**src/rtl/i2c_pkg.sv**
```systemverilog
// Shared types and constants for the I2C register bridge.
// Holds the FSM encoding and the byte/address widths used by the top and the read fetch.
package i2c_pkg;

    localparam int I2C_BYTE_W = 8;
    localparam int I2C_ADDR_W = 8;

    typedef enum logic [1:0] {
        ST_IDLE = 2'd0,
        ST_PTR  = 2'd1,
        ST_DATA = 2'd2
    } state_t;

endpackage

```
**src/rtl/i2c_rd_fetch.sv**
```systemverilog
// Read fetch: tx_rdy -> reg_rd -> tx_en, two cycles when unobstructed.
// Latency: 2 cycles, plus one per cycle that wr_busy blocks the issue.
// Backpressure: one in-flight read plus one queued; further requests are dropped (sticky ovf_q).
module i2c_rd_fetch
    import i2c_pkg::*;
(
    input  logic                  clk,
    input  logic                  rst,
    input  logic                  tx_rdy,
    input  logic                  wr_busy,
    input  logic [I2C_BYTE_W-1:0] reg_rdata,
    output logic                  rd_go,
    output logic                  reg_rd,
    output logic                  tx_en,
    output logic [I2C_BYTE_W-1:0] tx_data
);

    logic [1:0]            wait_cnt;
    logic [1:0]            wait_nxt;
    logic [1:0]            occ;
    logic                  acc;
    logic                  ovf_q;
    logic [I2C_BYTE_W-1:0] data_q;

    // Occupancy counts queued requests plus the read whose data arrives next cycle.
    always_comb begin
        occ      = wait_cnt + {1'b0, reg_rd};
        acc      = tx_rdy && (occ < 2'd2);
        rd_go    = ((wait_cnt != 2'd0) || acc) && !wr_busy && !reg_rd;
        wait_nxt = wait_cnt + {1'b0, acc} - {1'b0, rd_go};
    end

    always_ff @(posedge clk) begin
        if (rst) begin
            wait_cnt <= 2'd0;
            reg_rd   <= 1'b0;
            tx_en    <= 1'b0;
            data_q   <= '0;
            ovf_q    <= 1'b0;
        end else begin
            wait_cnt <= wait_nxt;
            reg_rd   <= rd_go;
            tx_en    <= reg_rd;
            if (tx_en) begin
                data_q <= reg_rdata;
            end
            if (tx_rdy && !acc) begin
                ovf_q <= 1'b1;
            end
        end
    end

    // reg_rdata is valid in the tx_en cycle itself; data_q holds it afterwards.
    assign tx_data = tx_en ? reg_rdata : data_q;

    ovf_never: assert property (@(posedge clk) disable iff (rst) !ovf_q);

endmodule

```
**src/rtl/i2c_reg_bridge.sv**
```systemverilog
// Pointer + auto-increment register front end behind the i2c_slave byte engine.
// Latency: rx_en -> reg_wr 1 cycle; tx_rdy -> tx_en 2 cycles (3 when colliding with a write).
// Backpressure: none upstream; reads queue one deep inside i2c_rd_fetch.
module i2c_reg_bridge
    import i2c_pkg::*;
#(
    parameter int ADDR_W   = I2C_ADDR_W,
    parameter int AUTO_INC = 1,
    parameter int PTR_RST  = 0
) (
    input  logic                  clk,
    input  logic                  rst,
    input  logic [I2C_BYTE_W-1:0] rx_data,
    input  logic                  rx_en,
    input  logic                  tx_rdy,
    input  logic                  flag_start,
    input  logic                  flag_restart,
    input  logic                  flag_stop,
    output logic [I2C_BYTE_W-1:0] tx_data,
    output logic                  tx_en,
    output logic                  reg_wr,
    output logic                  reg_rd,
    output logic [ADDR_W-1:0]     reg_addr,
    output logic [I2C_BYTE_W-1:0] reg_wdata,
    input  logic [I2C_BYTE_W-1:0] reg_rdata,
    output logic [ADDR_W-1:0]     ptr,
    output logic                  busy
);

    localparam logic [ADDR_W-1:0] PTR_STEP = (AUTO_INC != 0) ? ADDR_W'(1) : '0;
    localparam logic [ADDR_W-1:0] PTR_INIT = ADDR_W'(PTR_RST);

    state_t state;
    state_t state_nxt;
    logic   ptr_load;
    logic   wr_go;
    logic   rd_go;

    always_ff @(posedge clk) begin
        if (rst) begin
            state <= ST_IDLE;
        end else begin
            state <= state_nxt;
        end
    end

    // The received byte is consumed in the current state before any flag moves the FSM.
    always_comb begin
        state_nxt = state;
        ptr_load  = 1'b0;
        wr_go     = 1'b0;
        case (state)
            ST_IDLE: begin
                if (flag_start) begin
                    state_nxt = ST_PTR;
                end
            end
            ST_PTR: begin
                ptr_load = rx_en;
                if (rx_en) begin
                    state_nxt = ST_DATA;
                end
                if (flag_start || flag_restart) begin
                    state_nxt = ST_PTR;
                end
            end
            ST_DATA: begin
                wr_go = rx_en;
                if (flag_start || flag_restart) begin
                    state_nxt = ST_PTR;
                end
            end
            default: state_nxt = ST_IDLE;
        endcase
        if (flag_stop) begin
            state_nxt = ST_IDLE;
        end
    end

    // A pointer load or write owns ptr and the bus that cycle, so the read waits.
    i2c_rd_fetch u_fetch (
        .clk       (clk),
        .rst       (rst),
        .tx_rdy    (tx_rdy),
        .wr_busy   (ptr_load || wr_go),
        .reg_rdata (reg_rdata),
        .rd_go     (rd_go),
        .reg_rd    (reg_rd),
        .tx_en     (tx_en),
        .tx_data   (tx_data)
    );

    always_ff @(posedge clk) begin
        if (rst) begin
            ptr       <= PTR_INIT;
            reg_wr    <= 1'b0;
            reg_addr  <= '0;
            reg_wdata <= '0;
        end else begin
            reg_wr <= wr_go;
            if (wr_go) begin
                reg_addr  <= ptr;
                reg_wdata <= rx_data;
                ptr       <= ptr + PTR_STEP;
            end else if (ptr_load) begin
                ptr <= ADDR_W'(rx_data);
            end else if (rd_go) begin
                reg_addr <= ptr;
                ptr      <= ptr + PTR_STEP;
            end
        end
    end

    assign busy = (state != ST_IDLE);

endmodule

```
**config.mk**
```make
export PLATFORM = sky130hd
export DESIGN_NAME = i2c_reg_bridge
export DESIGN_NICKNAME = d
export VERILOG_FILES = /design/src/rtl/i2c_pkg.sv /design/src/rtl/i2c_rd_fetch.sv /design/src/rtl/i2c_reg_bridge.sv
export SDC_FILE = /design/constraint.sdc
export NUM_CORES = 1
export LEC_CHECK = 0
export ABC_AREA = 1
export BUFFER_PORTS_ARGS = -buffer_cell sky130_fd_sc_hd__buf_4
export CAP_MARGIN = 10
export CORE_ASPECT_RATIO = 1.1
export CORE_MARGIN = 2
export CORE_UTILIZATION = 30
export CTS_CLUSTER_SIZE = 25
export DETAILED_ROUTE_END_ITERATION = 10
export PLACE_DENSITY = 0.62
export REMOVE_ABC_BUFFERS = 1
export SETUP_SLACK_MARGIN = 0.2
export SYNTH_ARGS = -nofsm -noshare
export SYNTH_HDL_FRONTEND = slang
export SYNTH_SLANG_ARGS = --single-unit
```
**constraint.sdc**
```tcl
create_clock -name clk -period 2.01 [get_ports clk]
set_clock_uncertainty 0.1 [all_clocks]
set_input_delay 0.402 -clock clk [delete_from_list [all_inputs] [get_ports clk]]
set_output_delay 0.402 -clock clk [all_outputs]
set_load 0.01 [all_outputs]
```
# Word level (Yosys, flattened, before mapping)
# Index checks and enable logic that the tools add are counted.
[totals]
register_bits = 39
latchBits = 0
mem_bits_rw = 0
mem_bits_ro = 0
input_bits = 23
output_inout_bits = 36
word_cells = 50
mem_count = 0
[classes]
n_addsub = 4
n_mul = 0
n_div = 0
magnitude_cmp = 1
eq_ne = 6
shift = 0
mux = 14
bitwise_logic = 0
n_reduce_logical = 16
[op_table]
columns = ["op", "count"]
rows = [
  ["$mux 8", 7],
  ["$add 8x1->8 const B", 1],
  ["$mux 2", 4],
  ["$pmux 2 s3", 1],
  ["$reduce_bool 2->1", 3],
  ["$add 2x1->2", 2],
  ["$ne 2x2->1 const B", 2],
  ["$logic_and 1x1->1", 3],
  ["$logic_or 1x1->1", 3],
  ["$ne 3x3->1 const B", 1],
  ["$reduce_and 3->1", 1],
  ["$reduce_bool 3->1", 1],
  ["$eq 2x1->1 const B", 1],
  ["$eq 2x2->1 const B", 1],
  ["$logic_not 1->1", 2],
  ["$logic_not 2->1", 1],
  ["$lt 2x2->1 const B", 1],
  ["$mux 1", 2],
  ["$ne 2x1->1 const B", 1],
  ["$reduce_and 2->1", 1],
  ["$reduce_or 2->1", 1],
  ["$sub 2x1->2", 1],
]

# Depth between registers and ports, before layout
# Gate-level depths: netlist of the first run.
[logic_depth]
word_depth = 9
depth_mapped = 12
depth_no_buf = 11

# Hierarchy
# From an unflattened synthesis of the first run, not the netlist that was laid out.
[hier_totals]
cells_unflattened = 246
hier_area_um2 = 1853.0
[modules_own_cells]
columns = ["module", "instances", "cells_per_inst", "area_each_um2", "seq_area_each_um2"]
rows = [
  ["i2c_reg_bridge", 1, 172, 1268.7, 540.5],
  ["i2c_rd_fetch", 1, 74, 584.3, 240.2],
]

# Worst setup path before layout of the first run
# OpenSTA, ideal clock, no wires.
[synth_path]
path_type = "register to register"
start = "register state[0]"
end = "register u_fetch.wait_cnt[1]"
setup_time_ns = 0.121
arrival_ns = 1.699
required_ns = 1.789
slack_ns = 0.090
stages_incl_launch_ff = 13
period_less_slack_ns = 1.920
cell_sequence = "dfxtp_1 inv_2 nor2_2 nand2_4 buf_8 nand2_1 nor2_1 ha_1 inv_1 ha_1 xnor2_1 o21ai_0 a21oi_1"
[synth_via]
elab_chain_len = 7
elab_cells_between_ends = 9
[synth_lines]
columns = ["item", "line_no", "text"]
rows = [
  ["start: declaration", "i2c_reg_bridge.sv:33", "state_t state;"],
  ["start signal: assignment", "i2c_reg_bridge.sv:43", "state <= state_nxt;"],
  ["$eq 2x1->1 or $eq 2x2->1 (tied branches)", "i2c_reg_bridge.sv:52", "case (state)"],
  ["$mux 1", "i2c_reg_bridge.sv:52", ""],
  ["$logic_or 1x1->1 (*)", "i2c_reg_bridge.sv:85", ".wr_busy (ptr_load || wr_go),"],
  ["$logic_not 1->1 (*)", "i2c_rd_fetch.sv:29", "rd_go = ((wait_cnt != 2'd0) || acc) && !wr_busy && !reg_rd;"],
  ["$logic_and 1x1->1 (*) (2 in a row)", "i2c_rd_fetch.sv:29", ""],
  ["net rd_go", "i2c_reg_bridge.sv:37", "logic rd_go;"],
  ["$sub 2x1->2 (*)", "i2c_rd_fetch.sv:30", "wait_nxt = wait_cnt + {1'b0, acc} - {1'b0, rd_go};"],
  ["end signal: assignment", "i2c_rd_fetch.sv:41", "wait_cnt <= wait_nxt;"],
  ["end: declaration", "i2c_rd_fetch.sv:18", "logic [1:0] wait_cnt;"],
]
# Mark *: on every way through the listed nets, which the timed path passes. The rest lies on a longest branch.
# A chain may end at the register's enable or synchronous reset.

# Worst setup path in the final report of the first run
# Ends and elaborated chain as after synthesis.

==> reports/results.tsv, run 1 <==
stage	metric	value	unit
setup_path	worstSetupPathDepth	11	
global_routing	grt_max_degree	17	
floorplan	die_width	77.5	um
worst_hold_path	hold_path.class	input port to flip-flop	
floorplan	ios	59	
timing	post-route-period-util	86.2	%
synth	synth_top_area_cell	dfxtp_1	
timing	slew_viol_final	0	
drt	first_iter_violations	88	
cts	clk_latency	0.29	ns
floorplan	std_cell_rows	29	
layout	fillers	618	
synth	netlist_area	0.00178	mm2
power_and_ir_drop	power_frac_seq	40.3	%
power_and_ir_drop	internal_power	1.64	mW
power_and_ir_drop	p_total	2.43	mW
setup_path	crit_family	adder cells	
power_and_ir_drop	clockPowerShare	28.1	%
layout	utilization	43.2	%
place	dp.cells	387	
global_routing	grt_pass1_wl	7330	um
setup_path	crit_top_cell	nand2_4	
floorplan	die_area	0.00658	mm2
synth	ys_seq_elements	39	
synth	synth.distinct_cells	27	
place	io_buffers	58	
power_and_ir_drop	p_leak	1.19	nW
setup_path	reg2reg_depth	11	
synth	netlist_top_cells_area	dfxtp_1, nand2_1, nor2_1	
timing	finalSetupViolCount	0	
drt	drtAntennaViolNets	0	
power_and_ir_drop	switching_power	0.783	mW
place	placed_area	0.00231	mm2
cts	postCtsHoldBufs	0	
status	outcome	complete, no violations	
setup_path	cp_max_fo	5	
timing	tns	0	ns
setup_path	endpoint	u_fetch.wait_cnt[1]	
synth	yosysTopAreaCellShare	43.8	%
drt	via_count	1781	
timing	worst_pin_slew	0.440	ns
setup_path	rrSetupSlack	0.28	ns
place	dpl_worst_slack	0.187	ns
setup_path	crit_required	2.14	ns
layout	drive_above_1_share	30.5	%
layout	fin_area	0.00249	mm2
synth	synth-edff-count	0	
timing	holdWs	0.250	ns
power_and_ir_drop	ir_drop	385	uV
setup_path	max_stage_delay	0.38	ns
timing	period_minus_slack	1.73	ns
layout	final_nets	346	
floorplan	coreArea	0.00577	mm2
cts	tritoncts	yes	
floorplan	initial_core_util	30.9	%
synth	syn_area_per_cell	7.02	um2
cts	cts.path.max_buffers	2	
timing	slew-limit-headroom	70.6	%
cts	numCtsBuffers	5	
synth	synth_seq_area_share	43.8	%
power_and_ir_drop	swShare	32.3	%
drt	firstDrtPassIters	4	
setup_path	worst-path-buf-inv	2	
global_routing	antenna_found_initial	0	
timing	worst_slack	0.277	ns
cts	cts.htree.levels	2	
layout	n_antenna_cell	0	
drt	vias_per_cell	4.47	
synth	synthArstFlopShare	0	%
setup_path	startpoint	state[0]	
global_routing	grt_pass1_vias	1671	
global_routing	overflow	0	
timing	finalHoldViolCount	0	
setup_path	start_kind	flip-flop	
drt	totalWireLength	4350	um
place	place_hpwl	3230	um
setup_path	crit_path_end_kind	flip-flop	
cts	clockRootBuffer	clkbuf_8	
setup_path	path_cells	inv_6, nor2_4, nand2_4, nand2_4, nor2_2, ha_1, inv_1, ha_2, xnor2_2, o21ai_1, a21oi_1	
setup_path	cp.arrival	1.86	ns
timing	fmax	0.577	GHz
cts	path_clk_slew	0.08	ns
place	gp_congestion	0.756	
synth	ys_warn_count	0	
power_and_ir_drop	p_comb_share	31.6	%
synth	syn-instance-count	254	
setup_path	reg2reg_to	u_fetch.wait_cnt[1]	
global_routing	grt_usage	13.6	%
power_and_ir_drop	p_per_area	973	mW/mm2
drt	avgRoutedWirePerCell	10.9	um
timing	rsz0062_at_grt	true	
worst_hold_path	hold_start	rst	
floorplan	die_h	84.9	um
run	cap_viol_max_count	0	
setup_path	path_class	flip-flop to flip-flop	
layout	syn_to_final_growth	39.8	%
synth	synth_top_flop_cell	dfxtp_1	
setup_path	timing.rr.start	state[0]	
drt	drc	0	
layout	stdcell_count	398	
cts	numClockSinks	39	
setup_path	cp_slowest_cell	dfxtp_4	
==> sequential cells by signal, summed over array words and instances, names as in the netlist <==
register and count:
u_fetch.wait_cnt 2, ptr 8, u_fetch.data_q 8, u_fetch.tx_en 1, state 2, reg_addr 8
reg_wdata 8, u_fetch.reg_rd 1, reg_wr 1
==> power groups by stage <==
stage               registers (mW)  clock network (mW)  logic [mW]
floorplan                     1.01                   0       0.404
global placement             0.991                   0       0.726
detailed placement           0.994                   0       0.735
CTS                          0.978               0.698       0.741
global route                 0.996               0.728       0.871
finish                       0.979               0.681       0.767
==> cells in the mapped netlist, types with 2 or more instances <==
cell / instances
a21oi_1: 23
inv_1: 17
nor2_2: 3
or2_2: 2
o21ai_1: 4
o21ai_0: 11
nand2_1: 75
nand2_4: 3
nand3_1: 6
dfxtp_1: 39
nand3_4: 2
clkbuf_1: 3
nor3_1: 4
inv_2: 3
or2_1: 2
nor2_1: 43
buf_2: 2
ha_1: 3
==> worst min path at each step <==
stage                        endpoint  slack (ns)  cells past startpoint
finish              u_fetch.data_q[1]        0.25                      2
detailed placement       reg_wdata[7]        0.36                      2
floorplan           u_fetch.data_q[0]        0.34                      2
CTS                 u_fetch.data_q[1]        0.25                      2
global placement         reg_wdata[7]        0.36                      2
global route                 state[1]        0.25                      3
==> routing by layer <==
layer,share of wire (%),up-vias,track usage [%]
li1,-,936,-
met1,45,808,17.2
met2,48,33,22.5
met3,5.1,4,3.72
met4,1.3,0,4.87
met5,0,-,0
==> what timing repair did <==
action,4_1_cts,5_1_grt
resized for setup,2,14
buffers inserted,0,3
pin swaps,0,6
endpoints found under the setup margin,9,2
==> final cells by class <==
type                    instances  area, um2  area share, %
well taps                      77       96.3           3.86
clock buffers                   6       82.6           3.31
clock inverters                 2       35.0           1.40
multi-input cells             189        920           36.9
flip-flops and latches         39        790           31.6
repair buffers                 65        488           19.6
inverters                      20       83.8           3.36
==> placed cells by master, fill, tap and decap left out, types with 2 or more instances in the layout <==
cell / n
or2_2: 2
inv_2: 2
nor2_1: 42
o21ai_1: 5
nand3_4: 2
dfxtp_4: 2
nand2_1: 73
nor2_2: 3
dfxtp_1: 36
or2_1: 2
nand2_4: 4
a21oi_1: 23
nand3_1: 6
clkbuf_8: 6
buf_4: 65
nand2_2: 2
nor3_1: 4
inv_1: 16
o21ai_0: 10
ha_1: 2
==> kinds of logic (layout without fill, tap and decap cells) <==
family                   after synthesis  in the layout  share of synthesized area, %
adder cells (fa/ha/maj)                3              3                          2.10
AND/OR/NAND/NOR                      145            145                          35.8
flip-flops                            39             39                          43.8
XOR/XNOR                               1              1                         0.491
AO/OA/AOI/OAI                         40             40                          11.6
buffers and inverters                 26             93                          6.24
Power figures use the tool's default switching activity.
==> inputs of run 2 (changes only) <==
--- a/config.mk
+++ b/config.mk
@@ -5,15 +5,14 @@
 export SDC_FILE = /design/constraint.sdc
 export NUM_CORES = 1
 export LEC_CHECK = 0
-export ABC_AREA = 1
 export BUFFER_PORTS_ARGS = -buffer_cell sky130_fd_sc_hd__buf_4
-export CAP_MARGIN = 10
+export CAP_MARGIN = 20
 export CORE_ASPECT_RATIO = 1.1
 export CORE_MARGIN = 2
-export CORE_UTILIZATION = 30
+export CORE_UTILIZATION = 44
 export CTS_CLUSTER_SIZE = 25
 export DETAILED_ROUTE_END_ITERATION = 10
-export PLACE_DENSITY = 0.62
+export PLACE_DENSITY = 0.82
 export REMOVE_ABC_BUFFERS = 1
 export SETUP_SLACK_MARGIN = 0.2
 export SYNTH_ARGS = -nofsm -noshare
==> run 2 against run 1 <==
  * Sequential share of layout area up 1.4 points
  * Register-to-register slack worse by 0.12 ns
  * First-iteration DRC count down 25%
  * Maximum frequency down 6.3%
  * Critical path depth down 3
  * Clock power down 8.8%
  * Routed wire length down 5.6%
  * Via count down 9.5%
  * Sequential cell count unchanged
  * Critical path type unchanged
  * Critical endpoint unchanged
  * Largest cell class unchanged
  * Highest routed layer unchanged
==> reports/results.tsv, run 2 <==
stage	metric	value	unit	change
status	outcome	complete, no violations		
setup_path	timing.rr.start	state[0]		
setup_path	cp.arrival	1.93	ns	+0.07 ns
synth	synth_top_area_cell	dfxtp_1		
global_routing	grt_max_degree	20		+3
drt	drtAntennaViolNets	0		unchanged
timing	period_minus_slack	1.85	ns	+0.117 ns
cts	cts.htree.levels	2		unchanged
synth	netlist_area	0.00170	mm2	-4.6%
cts	clockRootBuffer	clkbuf_8		
power_and_ir_drop	p_total	2.13	mW	-12%
setup_path	path_class	flip-flop to flip-flop		
floorplan	die_width	63.3	um	-18%
timing	worst_slack	0.159	ns	-0.117 ns
global_routing	grt_pass1_vias	1477		-12%
synth	netlist_top_cells_area	dfxtp_1, a21oi_1, mux2_2		
floorplan	ios	59		unchanged
worst_hold_path	hold_path.class	input port to flip-flop		
setup_path	start_kind	flip-flop		
synth	syn_area_per_cell	8.87	um2	+26%
cts	numClockSinks	39		unchanged
layout	fillers	327		-47%
place	io_buffers	58		unchanged
global_routing	antenna_found_initial	0		unchanged
drt	totalWireLength	4110	um	-5.6%
synth	synth.distinct_cells	40		+48%
synth	ys_seq_elements	39		unchanged
drt	via_count	1612		-9.5%
synth	ys_warn_count	0		unchanged
setup_path	cp_max_fo	3		-2
synth	yosysTopAreaCellShare	45.8	%	+2.1 points
drt	first_iter_violations	66		-25%
place	place_hpwl	2880	um	-11%
cts	numCtsBuffers	5		unchanged
synth	synth_seq_area_share	45.8	%	+2.1 points
layout	final_nets	282		-18%
layout	syn_to_final_growth	40.2	%	
layout	final_cell_mix	buf_4, dfxtp_1, a21oi_1, nand2_1		
cts	cts.path.max_buffers	2		unchanged
timing	slew_viol_final	0		unchanged
setup_path	worst-path-buf-inv	1		-1
cts	clk_latency	0.29	ns	about the same
layout	fin_area	0.00239	mm2	-4.3%
drt	vias_per_cell	5.27		+18%
timing	post-route-period-util	92.1	%	+5.8 points
layout	seqCellArea	790	um2	unchanged
timing	rsz0062_at_grt	true		
floorplan	die_h	69.2	um	-18%
global_routing	overflow	0		unchanged
setup_path	path_cells	and3b_2, nor4_4, ha_1, inv_2, ha_4, xor2_2, xnor2_1, nor2_1		
floorplan	die_area	0.00438	mm2	-33%
timing	worst_pin_slew	0.353	ns	-0.0873 ns
timing	finalHoldViolCount	0		unchanged
floorplan	std_cell_rows	23		-21%
cts	tritoncts	yes		
drt	avgRoutedWirePerCell	13.4	um	+23%
synth	synth_common_cells	dfxtp_1, a21oi_1, nand2_1, o21ai_0		
timing	slew-limit-headroom	76.3	%	+5.7 points
floorplan	coreArea	0.00368	mm2	-36%
setup_path	crit_path_end_kind	flip-flop		
cts	postCtsHoldBufs	0		unchanged
timing	finalSetupViolCount	0		unchanged
power_and_ir_drop	p_leak	1.02	nW	-15%
synth	synth_top_flop_cell	dfxtp_1		
synth	yosysMostFrequentCell	dfxtp_1		
place	dpl_worst_slack	-0.124	ns	-0.310 ns
place	gp_congestion	0.781		+3.2%
setup_path	cp_slowest_cell	dfxtp_4		
setup_path	crit_required	2.09	ns	-0.05 ns
global_routing	grt_pass1_wl	6710	um	-8.5%
synth	syn-instance-count	192		-24%
drt	firstDrtPassIters	4		unchanged
power_and_ir_drop	ir_drop	569	uV	+48%
setup_path	startpoint	state[0]		
drt	drc	0		unchanged
layout	multi_input_area	888	um2	-3.4%
setup_path	rrSetupSlack	0.16	ns	-0.12 ns
timing	fmax	0.540	GHz	-6.3%
cts	path_clk_slew	0.07	ns	about the same
synth	synth-edff-count	0		unchanged
place	placed_area	0.00223	mm2	-3.5%
global_routing	grt_usage	19.4	%	+5.8 points
power_and_ir_drop	p_per_area	893	mW/mm2	-8.2%
setup_path	crit_family	simple AND/OR/NAND/NOR gates		
floorplan	initial_core_util	46.2	%	+15 points
layout	drive_above_1_share	39.1	%	+8.5 points
run	cap_viol_max_count	0		unchanged
synth	synthArstFlopShare	0	%	unchanged
setup_path	max_stage_delay	0.35	ns	-0.03 ns
layout	n_antenna_cell	0		unchanged
worst_hold_path	hold_start	flag_stop		
layout	layout_commonest_cell	buf_4		
-- run 2: cell families after synthesis --
logic type      synth area share (%)
fa+ha+maj                       2.20
simple gates                    22.9
mux                             5.88
flops                           45.8
buf+inv                         4.34
compound gates                  16.8
xor+xnor                        2.06
-- run 2: metal layers --
layer | vias up | GRT usage (%) | part of all wire, %
met4 | 0 | 8.94 | 1.8
met1 | 741 | 23.3 | 45
met3 | 6 | 6.01 | 5.2
met2 | 57 | 31.7 | 48
li1 | 808 | - | -
met5 | - | 0 | 0
-- run 2: power breakdown --
| part | internal (mW) | switching, mW |
|---|---|---|
| clock network | 0.364 | 0.257 |
| registers | 0.843 | 0.0841 |
| logic | 0.312 | 0.272 |
| total | 1.52 | 0.614 |
-- run 2: repair_timing --
action / 4_1_cts / 5_1_grt
pin swaps: 2 / 6
resized for setup: 6 / 10
setup endpoints to repair: 10 / 17
setup buffers: 0 / 1
-- run 2: final timing paths --
kind                                             to  cells after the start
worst min register to register         reg_wdata[1]                      2
worst min-delay path                       state[0]                      2
worst max-delay path            u_fetch.wait_cnt[1]                      8
worst max register to register  u_fetch.wait_cnt[1]                      8
-- run 2: metrics by stage --
step                hold WS, ns  utilization (%)  TNS, ns  instances
CTS                       0.163             63.9        0        305
global route              0.149             64.8        0        306
finish                    0.171             64.8        0        306
floorplan                 0.371                -        0        180
detailed placement        0.352             60.5   -0.124        298
global placement          0.344             60.5  -0.0124        298
-- run 2: cell type report --
cell class / instances / area share (%)
Inverter: 7 / 1.10
Clock buffer: 6 / 3.04
Clock inverter: 1 / 1.26
Multi-Input combinational cell: 134 / 37.2
Sequential cell: 39 / 33.1
Tap cell: 50 / 2.62
Timing Repair Buffer: 69 / 21.7
==> inputs of run 3 (changes only) <==
--- a/config.mk
+++ b/config.mk
@@ -5,14 +5,15 @@
 export SDC_FILE = /design/constraint.sdc
 export NUM_CORES = 1
 export LEC_CHECK = 0
+export ABC_AREA = 1
 export BUFFER_PORTS_ARGS = -buffer_cell sky130_fd_sc_hd__buf_4
 export CAP_MARGIN = 20
 export CORE_ASPECT_RATIO = 1.1
 export CORE_MARGIN = 2
-export CORE_UTILIZATION = 44
+export CORE_UTILIZATION = 45
 export CTS_CLUSTER_SIZE = 25
 export DETAILED_ROUTE_END_ITERATION = 10
-export PLACE_DENSITY = 0.82
+export PLACE_DENSITY = 0.83
 export REMOVE_ABC_BUFFERS = 1
 export SETUP_SLACK_MARGIN = 0.2
 export SYNTH_ARGS = -nofsm -noshare
==> run 3 against run 2 <==
  * Worst setup slack better by 0.15 ns
  * Hold slack better by 0.087 ns
  * Clock power down 15%
  * Core utilization down 3.3 points
  * Critical path type unchanged
  * Critical endpoint unchanged
  * Largest power group unchanged
==> reports/results.tsv, run 3 (same netlist as run 1, synthesis figures left out) <==
stage	metric	value	unit	change
floorplan	initial_core_util	46.1	%	-0.17 points
floorplan	die_h	70.0	um	+1.1%
setup_path	cp_max_fo	5		+2
timing	fmax	0.589	GHz	+9.0%
place	io_buffers	58		unchanged
global_routing	grt_pass1_vias	1592		+7.8%
global_routing	antenna_found_initial	0		unchanged
global_routing	grt_pass1_wl	6670	um	-0.61%
global_routing	grt_usage	18.5	%	-0.96 points
timing	slew-limit-headroom	73.9	%	-2.4 points
run	cap_viol_max_count	0		unchanged
setup_path	path_class	flip-flop to flip-flop		
cts	clockRootBuffer	clkbuf_8		
place	dpl_worst_slack	0.187	ns	+0.310 ns
setup_path	cp.arrival	1.78	ns	-0.15 ns
cts	tritoncts	yes		
timing	worst_slack	0.312	ns	+0.152 ns
timing	finalHoldViolCount	0		unchanged
global_routing	grt_max_degree	25		+25%
power_and_ir_drop	p_per_area	945	mW/mm2	+5.9%
drt	firstDrtPassIters	4		unchanged
drt	drtAntennaViolNets	0		unchanged
layout	syn_to_final_growth	33.5	%	
floorplan	die_width	64.0	um	+1.1%
setup_path	start_kind	flip-flop		
layout	n_antenna_cell	0		unchanged
power_and_ir_drop	p_leak	1.16	nW	+14%
cts	cts.path.max_buffers	2		unchanged
layout	layout_commonest_cell	nand2_1		
cts	path_clk_slew	0.07	ns	about the same
place	gp_congestion	0.859		+10%
floorplan	die_area	0.00449	mm2	+2.3%
layout	final_nets	343		+22%
timing	finalSetupViolCount	0		unchanged
timing	rsz0062_at_grt	false		
floorplan	std_cell_rows	24		+4.3%
worst_hold_path	hold_path.class	input port to flip-flop		
power_and_ir_drop	ir_drop	429	uV	-25%
timing	worst_pin_slew	0.391	ns	+0.0378 ns
layout	final_cell_mix	nand2_1, buf_4, nor2_1, dfxtp_1, a21oi_1		
drt	first_iter_violations	69		+4.5%
drt	drc	0		unchanged
cts	cts.htree.levels	2		unchanged
drt	avgRoutedWirePerCell	10.7	um	-21%
drt	totalWireLength	3940	um	-4.1%
timing	post-route-period-util	84.5	%	-7.6 points
place	dp.cells	361		+21%
status	outcome	complete, no violations		
drt	vias_per_cell	4.77		-9.5%
cts	numClockSinks	39		unchanged
floorplan	ios	59		unchanged
timing	slew_viol_final	0		unchanged
global_routing	overflow	0		unchanged
place	place_hpwl	2980	um	+3.5%
setup_path	crit_required	2.09	ns	about the same
drt	via_count	1759		+9.1%
layout	stdcell_count	369		+21%
layout	drive_above_1_share	28.1	%	-11 points
layout	fillers	363		+11%
timing	tns	0	ns	unchanged
cts	clk_latency	0.29	ns	about the same
cts	numCtsBuffers	5		unchanged
timing	period_minus_slack	1.70	ns	-0.152 ns
timing	holdWs	0.258	ns	+0.0875 ns
floorplan	coreArea	0.00387	mm2	+5.2%
setup_path	crit_path_end_kind	flip-flop		
[run 3: report_power, final]
| part | internal (mW) | switching, mW | total, mW |
|---|---|---|---|
| clock | 0.269 | 0.258 | 0.528 |
| sequential | 0.886 | 0.0878 | 0.974 |
| combinational | 0.346 | 0.404 | 0.750 |
[run 3: metrics by stage]
stage / utilization [%] / power, mW / area (um2)
2_1_floorplan: - / 1.42 / 1750
3_3_place_gp: 58.6 / 1.70 / 2270
3_5_place_dp: 58.6 / 1.72 / 2270
4_1_cts: 60.9 / 2.25 / 2360
5_1_grt: 61.5 / 2.41 / 2380
6_report: 61.5 / 2.25 / 2380
[run 3: worst paths after layout]
path                     start                  end  slack (ns)  depth (start not counted)
setup / recovery      state[0]  u_fetch.wait_cnt[1]        0.31                         11
hold / removal       flag_stop             state[1]        0.26                          3
setup reg to reg      state[0]  u_fetch.wait_cnt[1]        0.31                         11
hold reg to reg   reg_wdata[1]         reg_wdata[1]        0.37                          2
[run 3: area by class of cell]
class	instances	area (um2)	share of cell area, %
Timing Repair Buffer	62	465	19.5
Clock inverter	1	5.00	0.210
Inverter	20	75.1	3.15
Clock buffer	6	82.6	3.47
Sequential cell	39	785	32.9
Tap cell	52	65.1	2.73
Multi-Input combinational cell	189	905	38.0
[run 3: repair_timing]
item / CTS / global route
gates resized for setup: 2 / 4
endpoints found under the setup margin: 9 / 1
gates cloned: 0 / 0
buffers inserted: 0 / 1
hold buffers: 0 / 0
[run 3: worst max-delay path, cell delays in order (launching register included)]
cell,delay [ns]
dfxtp_2,0.35
inv_2,0.08
nor2_4,0.10
nand2_4,0.05
nand2_1,0.07
nor2_1,0.05
ha_1,0.26
inv_1,0.04
ha_1,0.19
xnor2_2,0.14
o21ai_1,0.11
a21oi_1,0.05
[run 3: layer usage]
layer | wire [um] | global-route usage, %
met5 | 0 | 0
met1 | 1690 | 21.8
met3 | 279 | 4.03
met4 | 76 | 9.18
met2 | 1890 | 31.1
